===== src/rtl/buyruk_kuyrugu.sv =====
// Instruction queue between the fetch front end and decode: buffers fetched
// words with their PCs and turns downstream redirects into one fetch request.
module buyruk_kuyrugu #(
  parameter int DERINLIK     = 4,
  parameter int BUYRUK_BIT   = 32,
  parameter int BB_ADRES_BIT = 32
) (
  input  logic                         clk_g,
  input  logic                         rst_g,
  input  logic                         bb_buy_gecerli_g,
  input  logic [BUYRUK_BIT-1:0]        bb_buy_g,
  input  logic [BB_ADRES_BIT-1:0]      bb_buy_ps_g,
  output logic                         gc_hazir_c,
  output logic                         bb_buy_istek_c,
  output logic [BB_ADRES_BIT-1:0]      bb_buy_istek_adres_c,
  output logic                         cz_buy_gecerli_c,
  output logic [BUYRUK_BIT-1:0]        cz_buy_c,
  output logic [BB_ADRES_BIT-1:0]      cz_buy_ps_c,
  input  logic                         cz_hazir_g,
  input  logic                         gc_yonlendir_g,
  input  logic [BB_ADRES_BIT-1:0]      gc_yonlendir_adres_g,
  output logic [$clog2(DERINLIK):0]    kuyruk_doluluk_c
);

  localparam int PW      = $clog2(DERINLIK);
  localparam int CW      = PW + 1;
  localparam int DOLU_I  = DERINLIK;
  localparam int SINIR_I = DERINLIK - 2;
  localparam logic [CW-1:0] DOLU  = CW'(DOLU_I);
  localparam logic [CW-1:0] SINIR = CW'(SINIR_I);

  logic [BUYRUK_BIT-1:0]   r_buyruk_mem [DERINLIK];
  logic [BB_ADRES_BIT-1:0] r_ps_mem     [DERINLIK];
  logic [PW-1:0]           r_oku;
  logic [PW-1:0]           r_yaz;
  logic [CW-1:0]           r_doluluk;
  logic                    r_hazir_q;
  logic                    r_istek_bekliyor;
  logic [BB_ADRES_BIT-1:0] r_adres;

  logic w_yer;
  logic w_push;
  logic w_pop;

  // Ready leaves room for the beat already in flight; a repeated word is only
  // a new beat if ready was high in the previous cycle.
  always_comb begin
    w_yer  = (r_doluluk <= SINIR);
    w_push = bb_buy_gecerli_g && r_hazir_q && !r_istek_bekliyor &&
             !gc_yonlendir_g && (r_doluluk != DOLU);
    w_pop  = (r_doluluk != '0) && cz_hazir_g;
  end

  always_ff @(posedge clk_g or negedge rst_g) begin
    if (!rst_g) begin
      r_oku            <= '0;
      r_yaz            <= '0;
      r_doluluk        <= '0;
      r_hazir_q        <= 1'b0;
      r_istek_bekliyor <= 1'b0;
      r_adres          <= '0;
    end else begin
      r_hazir_q <= gc_hazir_c;
      if (gc_yonlendir_g) begin
        r_oku            <= '0;
        r_yaz            <= '0;
        r_doluluk        <= '0;
        r_istek_bekliyor <= 1'b1;
        r_adres          <= gc_yonlendir_adres_g;
      end else begin
        if (w_push) r_yaz <= r_yaz + PW'(1);
        if (w_pop)  r_oku <= r_oku + PW'(1);
        if (w_push && !w_pop)
          r_doluluk <= r_doluluk + CW'(1);
        else if (!w_push && w_pop)
          r_doluluk <= r_doluluk - CW'(1);
        // The front end takes the request on raw space, ignoring the mask.
        if (r_istek_bekliyor && w_yer) r_istek_bekliyor <= 1'b0;
      end
    end
  end

  always_ff @(posedge clk_g) begin
    if (w_push) begin
      r_buyruk_mem[r_yaz] <= bb_buy_g;
      r_ps_mem[r_yaz]     <= bb_buy_ps_g;
    end
  end

  assign gc_hazir_c           = w_yer && !r_istek_bekliyor;
  assign bb_buy_istek_c       = r_istek_bekliyor;
  assign bb_buy_istek_adres_c = r_adres;
  assign cz_buy_gecerli_c     = (r_doluluk != '0);
  assign cz_buy_c             = r_buyruk_mem[r_oku];
  assign cz_buy_ps_c          = r_ps_mem[r_oku];
  assign kuyruk_doluluk_c     = r_doluluk;

endmodule

===== config.mk =====
export PLATFORM = sky130hd
export DESIGN_NAME = buyruk_kuyrugu
export DESIGN_NICKNAME = d
export VERILOG_FILES = /design/src/rtl/buyruk_kuyrugu.sv
export SDC_FILE = /design/constraint.sdc
export NUM_CORES = 1
export LEC_CHECK = 0
export CORE_MARGIN = 3
export CORE_UTILIZATION = 50
export CTS_CLUSTER_DIAMETER = 30
export DETAILED_ROUTE_END_ITERATION = 16
export GPL_TIMING_DRIVEN = 0
export PLACE_DENSITY_LB_ADDON = 0.25
export RECOVER_POWER = 100
export SYNTH_ARGS = -nofsm -noshare
export SYNTH_HDL_FRONTEND = slang
export SYNTH_SLANG_ARGS = --single-unit

===== constraint.sdc =====
create_clock -name clk_g -period 6.52 [get_ports clk_g]
set_input_delay 1.63 -clock clk_g [delete_from_list [all_inputs] [get_ports clk_g]]
set_output_delay 1.63 -clock clk_g [all_outputs]
set_load 0.01 [all_outputs]

After elaboration in Yosys (flattened, before gate mapping). Memories as Yosys holds them, arrays and structs flattened. Index checks and enable logic that the tools add are counted. Widths: inputs -> output; s select.

Register bits: 41. Latch bits: 0. Memory bits (writable): 256. ROM bits: 0. Input port bits: 101. Output and inout bits: 102. Logic and storage cells: 43. Memories: 2.

Memory list: r_buyruk_mem (words 4, bits a word 32, read ports 1, clocked after memory_dff 0, write ports 1, line 32) `logic [BUYRUK_BIT-1:0] r_buyruk_mem [DERINLIK];`; r_ps_mem (words 4, bits a word 32, read ports 1, clocked after memory_dff 0, write ports 1, line 33) `logic [BB_ADRES_BIT-1:0] r_ps_mem [DERINLIK];`.

Add/subtract/negate cells: 4. $mul: 0. Divide/modulo/power cells: 0. Magnitude comparators: 1. Eq/ne operators: 1. Shift-type cells: 0. Multiplexer cells: 11. Bitwise gates (word level): 0. Reductions and logical operators: 18.

Operators by type and width (number): $logic_and 1x1->1 (9); $mux 3 (3); $mux 2 (4); $reduce_bool 2->1 (3); $reduce_bool 3->1 (2); $add 2x1->2 const B (2); $logic_not 1->1 (4); $mux 1 (4); $add 3x1->3 const B (1); $le 3x2->1 const B (1); $ne 3x3->1 const B (1); $sub 3x1->3 const B (1).

Longest topological paths before layout. Gate-level depths: netlist of run 1.

Depth in word-level cells: 9. Mapped depth: 9. Gate-level depth less buffers: 8.

Worst setup path before layout of run 1. No wires, ideal clock.

Kind: input -> register. From: input port gc_yonlendir_g. To: memory r_buyruk_mem[0][0] (enable). Library setup time: 0.429 ns. Arrival: 3.791 ns. Slack: 2.301 ns. Stages on the path: 4. Buffers on the path: 1. Cell sequence: buf_6 nand4bb_4 a31oi_4 and2_1.

Longest elaborated chain between the ends: 5.

Ends and longest elaborated chain: start, declared (line 20) `input logic gc_yonlendir_g,`; $logic_not 1->1 (line 50) `!gc_yonlendir_g && (r_doluluk != DOLU);`; $logic_and 1x1->1 (line 49) `w_push = bb_buy_gecerli_g && r_hazir_q && !r_istek_bekliyor &&`; $logic_and 1x1->1 (line 50); $mux 1 (line 84) `if (w_push) begin`; $mux 1 (implied by the code) (line 85) `r_buyruk_mem[r_yaz] <= bb_buy_g;`; end, declared (line 32).

Every way passes these cells.

Final worst setup path of run 1.
From: register r_oku[0]. To: output port cz_buy_c[0].

Longest elaborated chain between the ends: 1.

Ends and longest elaborated chain: start, declared (line 34) `logic [PW-1:0] r_oku;`; start signal, assigned (line 72) `if (w_pop) r_oku <= r_oku + PW'(1);`; $mem_v2 4x32; end, declared (line 17) `output logic [BUYRUK_BIT-1:0] cz_buy_c,`.

Every way passes these cells.

==> results of run 1 <==
-- sequential cells by signal, indices dropped and copies added, names as in the netlist --
| name | count |
|---|---|
| r_oku | 2 |
| bb_buy_istek_adres_c | 32 |
| r_hazir_q | 1 |
| r_buyruk_mem | 128 |
| kuyruk_doluluk_c | 3 |
| bb_buy_istek_c | 1 |
| r_yaz | 2 |
| r_ps_mem | 128 |
-- cells by family after synthesis --
kind of cell               count (synthesis)  share of synthesized area
and+or+nand+nor                           21                     0.0115
xor gates and xnor gates                   3                    0.00308
DFF                                      297                      0.794
AOI/OAI and AO/OA                         10                    0.00718
buffers and inverters                     24                     0.0105
adders and majority gates                  5                    0.00639
muxes                                     99                      0.167
-- worst paths after layout --
path | start | endpoint | slack, ns
max | r_oku[0] | cz_buy_c[0] | 1.37
min in group asynchronous | rst_g | kuyruk_doluluk_c[2] | 1.73
min reg2reg | bb_buy_istek_adres_c[20] | bb_buy_istek_adres_c[20] | 0.50
max in group asynchronous | rst_g | bb_buy_istek_adres_c[30] | 3.56
min | bb_buy_istek_adres_c[20] | bb_buy_istek_adres_c[20] | 0.50
max reg2reg | bb_buy_istek_c | r_buyruk_mem[3][25] | 3.01
-- per-layer routing --
metal	track usage	share of wire	vias to the layer above
met5	0	0.00032	-
met3	0.0611	0.087	34
met1	0.237	0.39	2820
li1	-	-	2433
met2	0.310	0.51	234
met4	0.0484	0.015	2
-- cells in the mapped netlist, drive strengths merged --
master,count
nand4bb,1
clkbuf,7
a31oi,1
o22ai,1
o21ai,2
dfrtp,41
nor2,8
mux4,64
buf,12
xor2,3
nor3,2
o31ai,1
o22a,1
or3,1
nor2b,1
fa,1
mux2,35
edfxtp,256
inv,5
a21o,2
nand2,2
ha,4
and2,5
a21oi,2
nand3,1
-- critical path: cells and delay by family, from the launching register on --
family	cells	cell delay (ns)
buffers and inverters	3	1.98
muxes	1	0.63
DFF	1	0.39
-- area by class of cell --
cell class | count | area, um2
Tap cell | 275 | 344
Buffer | 19 | 73.8
Clock inverter | 34 | 380
Timing Repair Buffer | 205 | 2120
Sequential cell | 297 | 8710
Clock buffer | 58 | 1310
Multi-Input combinational cell | 138 | 2120
Fill cell | 1298 | 6210
Inverter | 5 | 18.8
-- placed cells by master (no fill, tap or decap), drive strengths merged --
cell type and count:
nand2 2, edfxtp 256, inv 10, ha 4, o22ai 1, a21o 2, mux4 64, nor2b 1
nor3 2, or3 1, and2 5, clkbuf 75, clkinvlp 5, nand3 1, a31oi 1, nor2 8
dfrtp 41, xor2 3, o31ai 1, mux2 35, a21oi 2, nand4bb 1, buf 7, o22a 1
clkinv 17, dlygate4sd3 160, o21ai 2, bufinv 7, fa 1, clkdlybuf4s50 40
-- power by group --
| part | total, mW | internal (mW) | switching (mW) |
|---|---|---|---|
| clock | 2.57 | 1.72 | 0.849 |
| combinational | 1.01 | 0.565 | 0.442 |
| sequential | 2.17 | 2.14 | 0.0375 |
| total | 5.75 | 4.42 | 1.33 |
-- per-stage QoR --
| stage | instances | utilization | cell area, um2 | hold WS [ns] | worst slack (ns) |
|---|---|---|---|---|---|
| 2_1_floorplan | 459 | - | 11000 | 0.551 | 2.30 |
| 3_3_place_gp | 935 | 0.626 | 13300 | 0.483 | 0.800 |
| 3_5_place_dp | 939 | 0.632 | 13400 | 0.489 | 2.66 |
| 4_1_cts | 1031 | 0.711 | 15100 | 0.506 | 2.10 |
| 5_1_grt | 1031 | 0.708 | 15100 | 0.517 | 1.06 |
| 6_report | 1031 | 0.708 | 15100 | 0.499 | 1.37 |
==> flow_summary.json, run 1 <==
{
  "status": "finished, violations left",
  "violations": "max-capacitance violations, max-slew violations",
  "clk_latency_ns": 0.53,
  "grt-ovfl-total": 0,
  "required_ns": 4.89,
  "synth_area_leaders": "edfxtp_1 (70%), mux4_2 (13%), dfrtp_1 (9.4%)",
  "post_drt_wl_per_cell_um": 21.0,
  "period_share": 0.790,
  "cp.arrival_ns": 3.52,
  "antenna_left": 0,
  "drtIter0Drc": 318,
  "syn_area_per_cell_um2": 23.9,
  "totalPowerFinal_mw": 5.75,
  "hold_viol": 0,
  "powerDensity_nw_per_um2": 381,
  "syn_inst": 459,
  "initial_utilization": 0.515,
  "cp_max_fo": 10,
  "diodes": 0,
  "worst_path_most_repeated_cell": "clkbuf_1",
  "die_w_um": 154,
  "cts.repair.resized": 0,
  "tightest_slew_ns": 2.13,
  "startpoint_type": "flop",
  "wl_mm": 21.7,
  "gp_congestion": 0.758,
  "clkTransAtPathRegs_ns": 0.05,
  "rsz0062_at_grt": "false",
  "seq_area_frac_synth": 0.794,
  "finalMaxSlewViolations": 122,
  "grt_max_degree": 46,
  "crit_path_max_incr_delay_ns": 0.72,
  "cellLeakagePower_nw": 5.13,
  "ys_ff_latch": 297,
  "grt_pass1_vias": 6142,
  "synth_top_area_share": 0.701,
  "cts_root_buf": "clkbuf_16",
  "antenna_found_initial": 1,
  "critical_path.cell_chain": "clkbuf_1 -> clkbuf_1 -> mux4_2 -> dlygate4sd3_1",
  "drcViolationCount": 0,
  "hold_buffers": 0,
  "core_um2": 21300,
  "cp_slowest_cell": "clkbuf_1",
  "num_rows": 53,
  "period_needed_ns": 5.15,
  "critPathKind": "flop to primary output",
  "holdCritPathClass": "flop to flop",
  "io_pins": 203,
  "portBuffers": 201,
  "fmax_mhz": 194,
  "maxCapViolCount": 5,
  "drive_gt1_frac": 0.245,
  "final_nets": 821,
  "synth_area_um2": 11000,
  "cts_tree": "done",
  "die_h_um": 154,
  "dieArea_um2": 23800,
  "area_delta_synth_final_pct": 37.4,
  "hold_depth": 1,
  "synth.largest_area_cell": "edfxtp_1",
  "slew_headroom": -0.422,
  "reg2reg_depth": 4,
  "setup_tns_ns": 0,
  "ys.warnings.count": 0,
  "dp_hpwl_mm": 13.4,
  "dr.pass1.iters": 4,
  "h-tree-depth": 2,
  "vias": 5523,
  "ys_types": 30,
  "via_per_inst": 5.36,
  "cts_buffer_depth": 3,
  "critPathCaptureType": "primary output",
  "cts_sinks": 297,
  "setup_violations": 0,
  "cts_made_buffers": 49,
  "fin_skew_ns": 0.0246,
  "syn_nets": 565,
  "grt_usage": 0.185,
  "ir_drop_mv": 0.309,
  "grt_pass1_wl_mm": 34.2,
  "post-cts-setup-buffers": 0
}
Note: power is estimated with default switching activity, not from simulation.
==> run 2, diff against run 1 <==
--- a/config.mk
+++ b/config.mk
@@ -6,7 +6,7 @@
 export NUM_CORES = 1
 export LEC_CHECK = 0
 export CORE_MARGIN = 3
-export CORE_UTILIZATION = 50
+export CORE_UTILIZATION = 47
 export CTS_CLUSTER_DIAMETER = 30
 export DETAILED_ROUTE_END_ITERATION = 16
 export GPL_TIMING_DRIVEN = 0
==> constraint.sdc (replaced) <==
create_clock -name clk_g -period 4.6 [get_ports clk_g]
set_input_delay 1.15 -clock clk_g [delete_from_list [all_inputs] [get_ports clk_g]]
set_output_delay 1.15 -clock clk_g [all_outputs]
set_load 0.01 [all_outputs]
==> run 2 against run 1 <==
  * The flow still finishes with violations (max-capacitance violations, max-slew violations)
  * Sequential cell count unchanged
  * Via count shrank 0.40%
  * Clock-buffer cell count shrank 2
  * Register-to-register slack got worse by 1.6 ns
  * Clock power is 43% higher
  * Highest routed layer is now met4
  * Critical path depth stayed put
  * Utilization fell by 4.3 points
  * Sequential power rose by 42%
==> flow_summary.json, run 2 (same netlist as run 1, synthesis figures left out) <==
{
  "period_share": 0.904,
  "met1_usage": 0.217,
  "critPathCaptureType": "primary output",
  "drtIter0Drc": 285,
  "final_cell_mix": "edfxtp_1 (256), dlygate4sd3_1 (152), mux4_2 (64)",
  "fin_skew_ns": 0.0145,
  "cts_root_buf": "clkbuf_16",
  "holdCritPathClass": "flop to flop",
  "critical_path.cell_chain": "clkbuf_1 -> clkbuf_1 -> mux4_2 -> dlygate4sd3_1",
  "grt_max_degree": 45,
  "cts.repair.resized": 0,
  "cp_max_fo": 10,
  "antenna_found_initial": 0,
  "drive_gt1_frac": 0.256,
  "startpoint": "r_oku[1]",
  "drcViolationCount": 0,
  "hold_buffers": 0,
  "via_per_inst": 5.14,
  "grt-ovfl-total": 0,
  "use_met2": 0.294,
  "worstHoldStart": "bb_buy_istek_c",
  "post_drt_wl_per_cell_um": 20.1,
  "grt_usage": 0.174,
  "violations": "max-capacitance violations, max-slew violations",
  "h-tree-depth": 2,
  "grt_pass1_vias": 6256,
  "area_delta_synth_final_pct": 38.1,
  "hold_slack_ns": 0.491,
  "critPathKind": "flop to primary output",
  "vias": 5501,
  "worst_path_most_repeated_cell": "clkbuf_1",
  "post-cts-setup-buffers": 0,
  "die_h_um": 159,
  "period_needed_ns": 4.16,
  "fillCellCount": 1475,
  "clk_latency_ns": 0.53,
  "slew_headroom": -0.423,
  "clkTransAtPathRegs_ns": 0.05,
  "crit_path_max_incr_delay_ns": 0.64,
  "startpoint_type": "flop",
  "cp_slowest_cell": "dlygate4sd3_1",
  "ir_drop_mv": 0.374,
  "gp_congestion": 0.713,
  "die_w_um": 159,
  "initial_utilization": 0.482,
  "use_met3": 0.0530,
  "cts_sinks": 297,
  "grt_pass1_wl_mm": 34.4,
  "final_cell_count_no_fill": 1071,
  "final_nets": 822,
  "hold_viol": 0,
  "io_pins": 203,
  "finalMaxSlewViolations": 42,
  "rsz0062_at_grt": "false",
  "final_common_cell": "edfxtp_1",
  "setup_violations": 0,
  "maxCapViolCount": 1,
  "tightest_slew_ns": 2.13,
  "antenna_left": 0,
  "dp_hpwl_mm": 13.5,
  "powerDensity_nw_per_um2": 542,
  "reg2reg_depth": 4,
  "r2r-start": "bb_buy_istek_c",
  "cellLeakagePower_nw": 5.17,
  "hold_depth": 1,
  "status": "finished, violations left",
  "dieArea_um2": 25200,
  "dp_cells": 977,
  "cts_tree": "done",
  "fmax_mhz": 240,
  "cp.arrival_ns": 3.01,
  "worst_slack_ns": 0.442,
  "num_rows": 55,
  "post-place-ws_ns": 1.17,
  "grt.busiest_layer": "met2",
  "required_ns": 3.45,
  "cts_made_buffers": 50,
  "portBuffers": 201,
  "core_um2": 22800,
  "wl_mm": 21.6,
  "cts_buffer_depth": 3,
  "dr.pass1.iters": 6
}
## run 2: cell types whose count changed in the layout (fill, tap and decap cells not counted), sizes merged
| cell | change |
|---|---|
| buf | +3 |
| bufinv | +1 |
| clkbuf | -5 |
| clkdlybuf4s50 | +8 |
| clkinv | +6 |
| clkinvlp | -2 |
| diode | +1 |
| dlygate4sd3 | -8 |
| inv | -2 |
## run 2: worst paths after layout
| kind | slack (ns) | to |
|---|---|---|
| max reg2reg | 1.38 | r_buyruk_mem[0][10] |
| min in group asynchronous | 1.24 | bb_buy_istek_adres_c[31] |
| max in group asynchronous | 2.13 | bb_buy_istek_adres_c[22] |
| min reg2reg | 0.49 | r_hazir_q |
| min | 0.49 | r_hazir_q |
| max | 0.44 | cz_buy_c[14] |
## run 2: through the flow
stage / cell area [um2] / util / power (mW) / TNS (ns)
after floorplan: 11000 / - / 3.96 / 0
after global placement: 13400 / 0.587 / 4.69 / -166.44
after detailed placement: 13500 / 0.592 / 4.72 / 0
after CTS: 15200 / 0.667 / 8.42 / 0
after global routing: 15200 / 0.665 / 8.54 / 0
final: 15200 / 0.665 / 8.21 / 0
## run 2: layout make-up
class / count / area [um2] / area share
sequential: 297 / 8710 / 0.575
multi-input combinational: 138 / 2120 / 0.140
timing repair buffer: 205 / 2120 / 0.140
clock buffer: 56 / 1270 / 0.0840
clock inverter: 37 / 435 / 0.0287
tap: 313 / 392 / 0.0258
buffer: 19 / 85.1 / 0.00561
inverter: 5 / 18.8 / 0.00124
antenna: 1 / 2.50 / 0.000165
## run 2: routing by layer
layer / part of all wire / routed length, um
met4: 0.015 / 317
met5: 0 / 0
met1: 0.40 / 8730
met2: 0.50 / 10800
met3: 0.078 / 1680
## run 2: worst max-delay path, delay by kind of cell (launching register included)
kind	cells	cell delay, ns
flops	1	0.33
buf+inv	3	1.75
mux	1	0.39
## run 2: where the power goes
group	leakage [nW]	internal [mW]	total, mW	switching [mW]
logic	1.54	0.818	1.45	0.636
registers	2.80	3.03	3.08	0.0539
clock network	0.833	2.45	3.67	1.22
total	5.17	6.30	8.21	1.91
==> run 3, diff against run 2 <==
--- a/config.mk
+++ b/config.mk
@@ -5,6 +5,7 @@
 export SDC_FILE = /design/constraint.sdc
 export NUM_CORES = 1
 export LEC_CHECK = 0
+export CORE_ASPECT_RATIO = 0.9
 export CORE_MARGIN = 3
 export CORE_UTILIZATION = 47
 export CTS_CLUSTER_DIAMETER = 30
==> run 3 against run 2 <==
  * Sequential cell count stayed put
  * Utilization fell by 0.18 points
  * The flow still finishes with violations (max-capacitance violations, max-slew violations)
  * Largest cell class unchanged
  * Combinational power barely moved
  * Worst hold slack gained 0.0057 ns
==> flow_summary.json, run 3 (same netlist as run 1, synthesis figures left out) <==
{
  "cts_sinks": 297,
  "cts_made_buffers": 50,
  "hold_slack_ns": 0.497,
  "clkTransAtPathRegs_ns": 0.05,
  "cp_max_fo": 10,
  "drive_gt1_frac": 0.253,
  "grt_pass1_wl_mm": 34.5,
  "powerDensity_nw_per_um2": 536,
  "violations": "max-capacitance violations, max-slew violations",
  "finalMaxSlewViolations": 42,
  "area_delta_synth_final_pct": 37.3,
  "setup_tns_ns": 0,
  "final_cell_mix": "edfxtp_1 (256), dlygate4sd3_1 (141), mux4_2 (64)",
  "wl_mm": 21.8,
  "cts_tree": "done",
  "dr.pass1.iters": 4,
  "maxCapViolCount": 1,
  "antenna_found_initial": 4,
  "dieArea_um2": 25200,
  "cellLeakagePower_nw": 5.13,
  "setup_violations": 0,
  "rsz0062_at_grt": "false",
  "drcViolationCount": 0,
  "hold_buffers": 0,
  "holdCritPathClass": "flop to flop",
  "post_drt_wl_per_cell_um": 20.7,
  "die_w_um": 167,
  "dp_hpwl_mm": 14.0,
  "startpoint_type": "flop",
  "final_common_cell": "edfxtp_1",
  "final_cell_count_no_fill": 1054,
  "grt_max_degree": 44,
  "fin_skew_ns": 0.0145,
  "grt_usage": 0.175,
  "die_h_um": 151,
  "critPathKind": "flop to primary output",
  "required_ns": 3.45,
  "gp_congestion": 0.753,
  "h-tree-depth": 2,
  "period_needed_ns": 4.23,
  "status": "finished, violations left",
  "initial_utilization": 0.483,
  "multi_input_area_um2": 2120,
  "period_share": 0.920,
  "cp.arrival_ns": 3.08,
  "cts.repair.resized": 0,
  "slew_headroom": -0.456,
  "final_nets": 822,
  "fillCellCount": 1473,
  "hold_viol": 0,
  "grt_pass1_vias": 6162,
  "drtIter0Drc": 369,
  "cts_root_buf": "clkbuf_16",
  "vias": 5540,
  "ir_drop_mv": 0.480,
  "clk_latency_ns": 0.52,
  "dp_cells": 961,
  "fmax_mhz": 236,
  "portBuffers": 201,
  "num_rows": 52,
  "grt-ovfl-total": 0,
  "totalPowerFinal_mw": 8.08,
  "via_per_inst": 5.26,
  "core_um2": 22700,
  "antenna_left": 0,
  "ff_latch_area_um2": 8710,
  "critPathCaptureType": "primary output",
  "tightest_slew_ns": 2.18,
  "post-cts-setup-buffers": 0,
  "cts_buffer_depth": 3,
  "io_pins": 203
}
[run 3: cell types whose count changed in the layout (fill, tap and decap cells not counted), moves of 2 or more]
| cell | delta |
|---|---|
| bufinv_16 | -3 |
| clkbuf_16 | +2 |
| clkdlybuf4s50_1 | +11 |
| clkinv_1 | +2 |
| clkinv_4 | -5 |
| clkinvlp_4 | +2 |
| dlygate4sd3_1 | -11 |
[run 3: layout make-up]
| class | instances | area share |
|---|---|---|
| Antenna cell | 1 | 0.000166 |
| Buffer | 19 | 0.00565 |
| Clock buffer | 59 | 0.0881 |
| Clock inverter | 33 | 0.0208 |
| Inverter | 5 | 0.00125 |
| Multi-Input combinational cell | 138 | 0.141 |
| Sequential cell | 297 | 0.578 |
| Tap cell | 297 | 0.0247 |
| Timing Repair Buffer | 205 | 0.140 |
[run 3: worst paths after layout]
kind,from,to,slack (ns),cells past startpoint
max reg2reg,bb_buy_istek_c,r_buyruk_mem[2][9],1.32,4
min reg2reg,bb_buy_istek_adres_c[1],bb_buy_istek_adres_c[1],0.50,1
max in group asynchronous,rst_g,bb_buy_istek_adres_c[22],2.08,1
min,bb_buy_istek_adres_c[1],bb_buy_istek_adres_c[1],0.50,1
max,r_oku[1],cz_buy_ps_c[5],0.37,4
min in group asynchronous,rst_g,bb_buy_istek_adres_c[16],1.27,1
[run 3: power breakdown]
| part | internal (mW) | total, mW | switching [mW] |
|---|---|---|---|
| clock | 2.33 | 3.52 | 1.19 |
| combinational | 0.830 | 1.47 | 0.644 |
| sequential | 3.03 | 3.08 | 0.0542 |
[run 3: stage by stage]
stage | worst slack (ns) | cell area (um2) | util
2_1_floorplan | 0.861 | 11000 | -
3_3_place_gp | -0.721 | 13400 | 0.588
3_5_place_dp | 1.21 | 13500 | 0.593
4_1_cts | 0.653 | 15100 | 0.666
5_1_grt | 0.264 | 15100 | 0.663
6_report | 0.370 | 15100 | 0.663
[run 3: worst max-delay path, stage by stage (launching register included)]
cell and delay, ns:
dfrtp_1 0.35, clkbuf_1 0.59, clkbuf_1 0.58, mux4_2 0.40, dlygate4sd3_1 0.64
[run 3: metal layers]
metal	up-vias	track usage	wire length (um)
met3	41	0.0582	1810
met5	-	0	42
met2	216	0.283	10600
met4	8	0.0408	298
li1	2438	-	-
met1	2837	0.236	9040
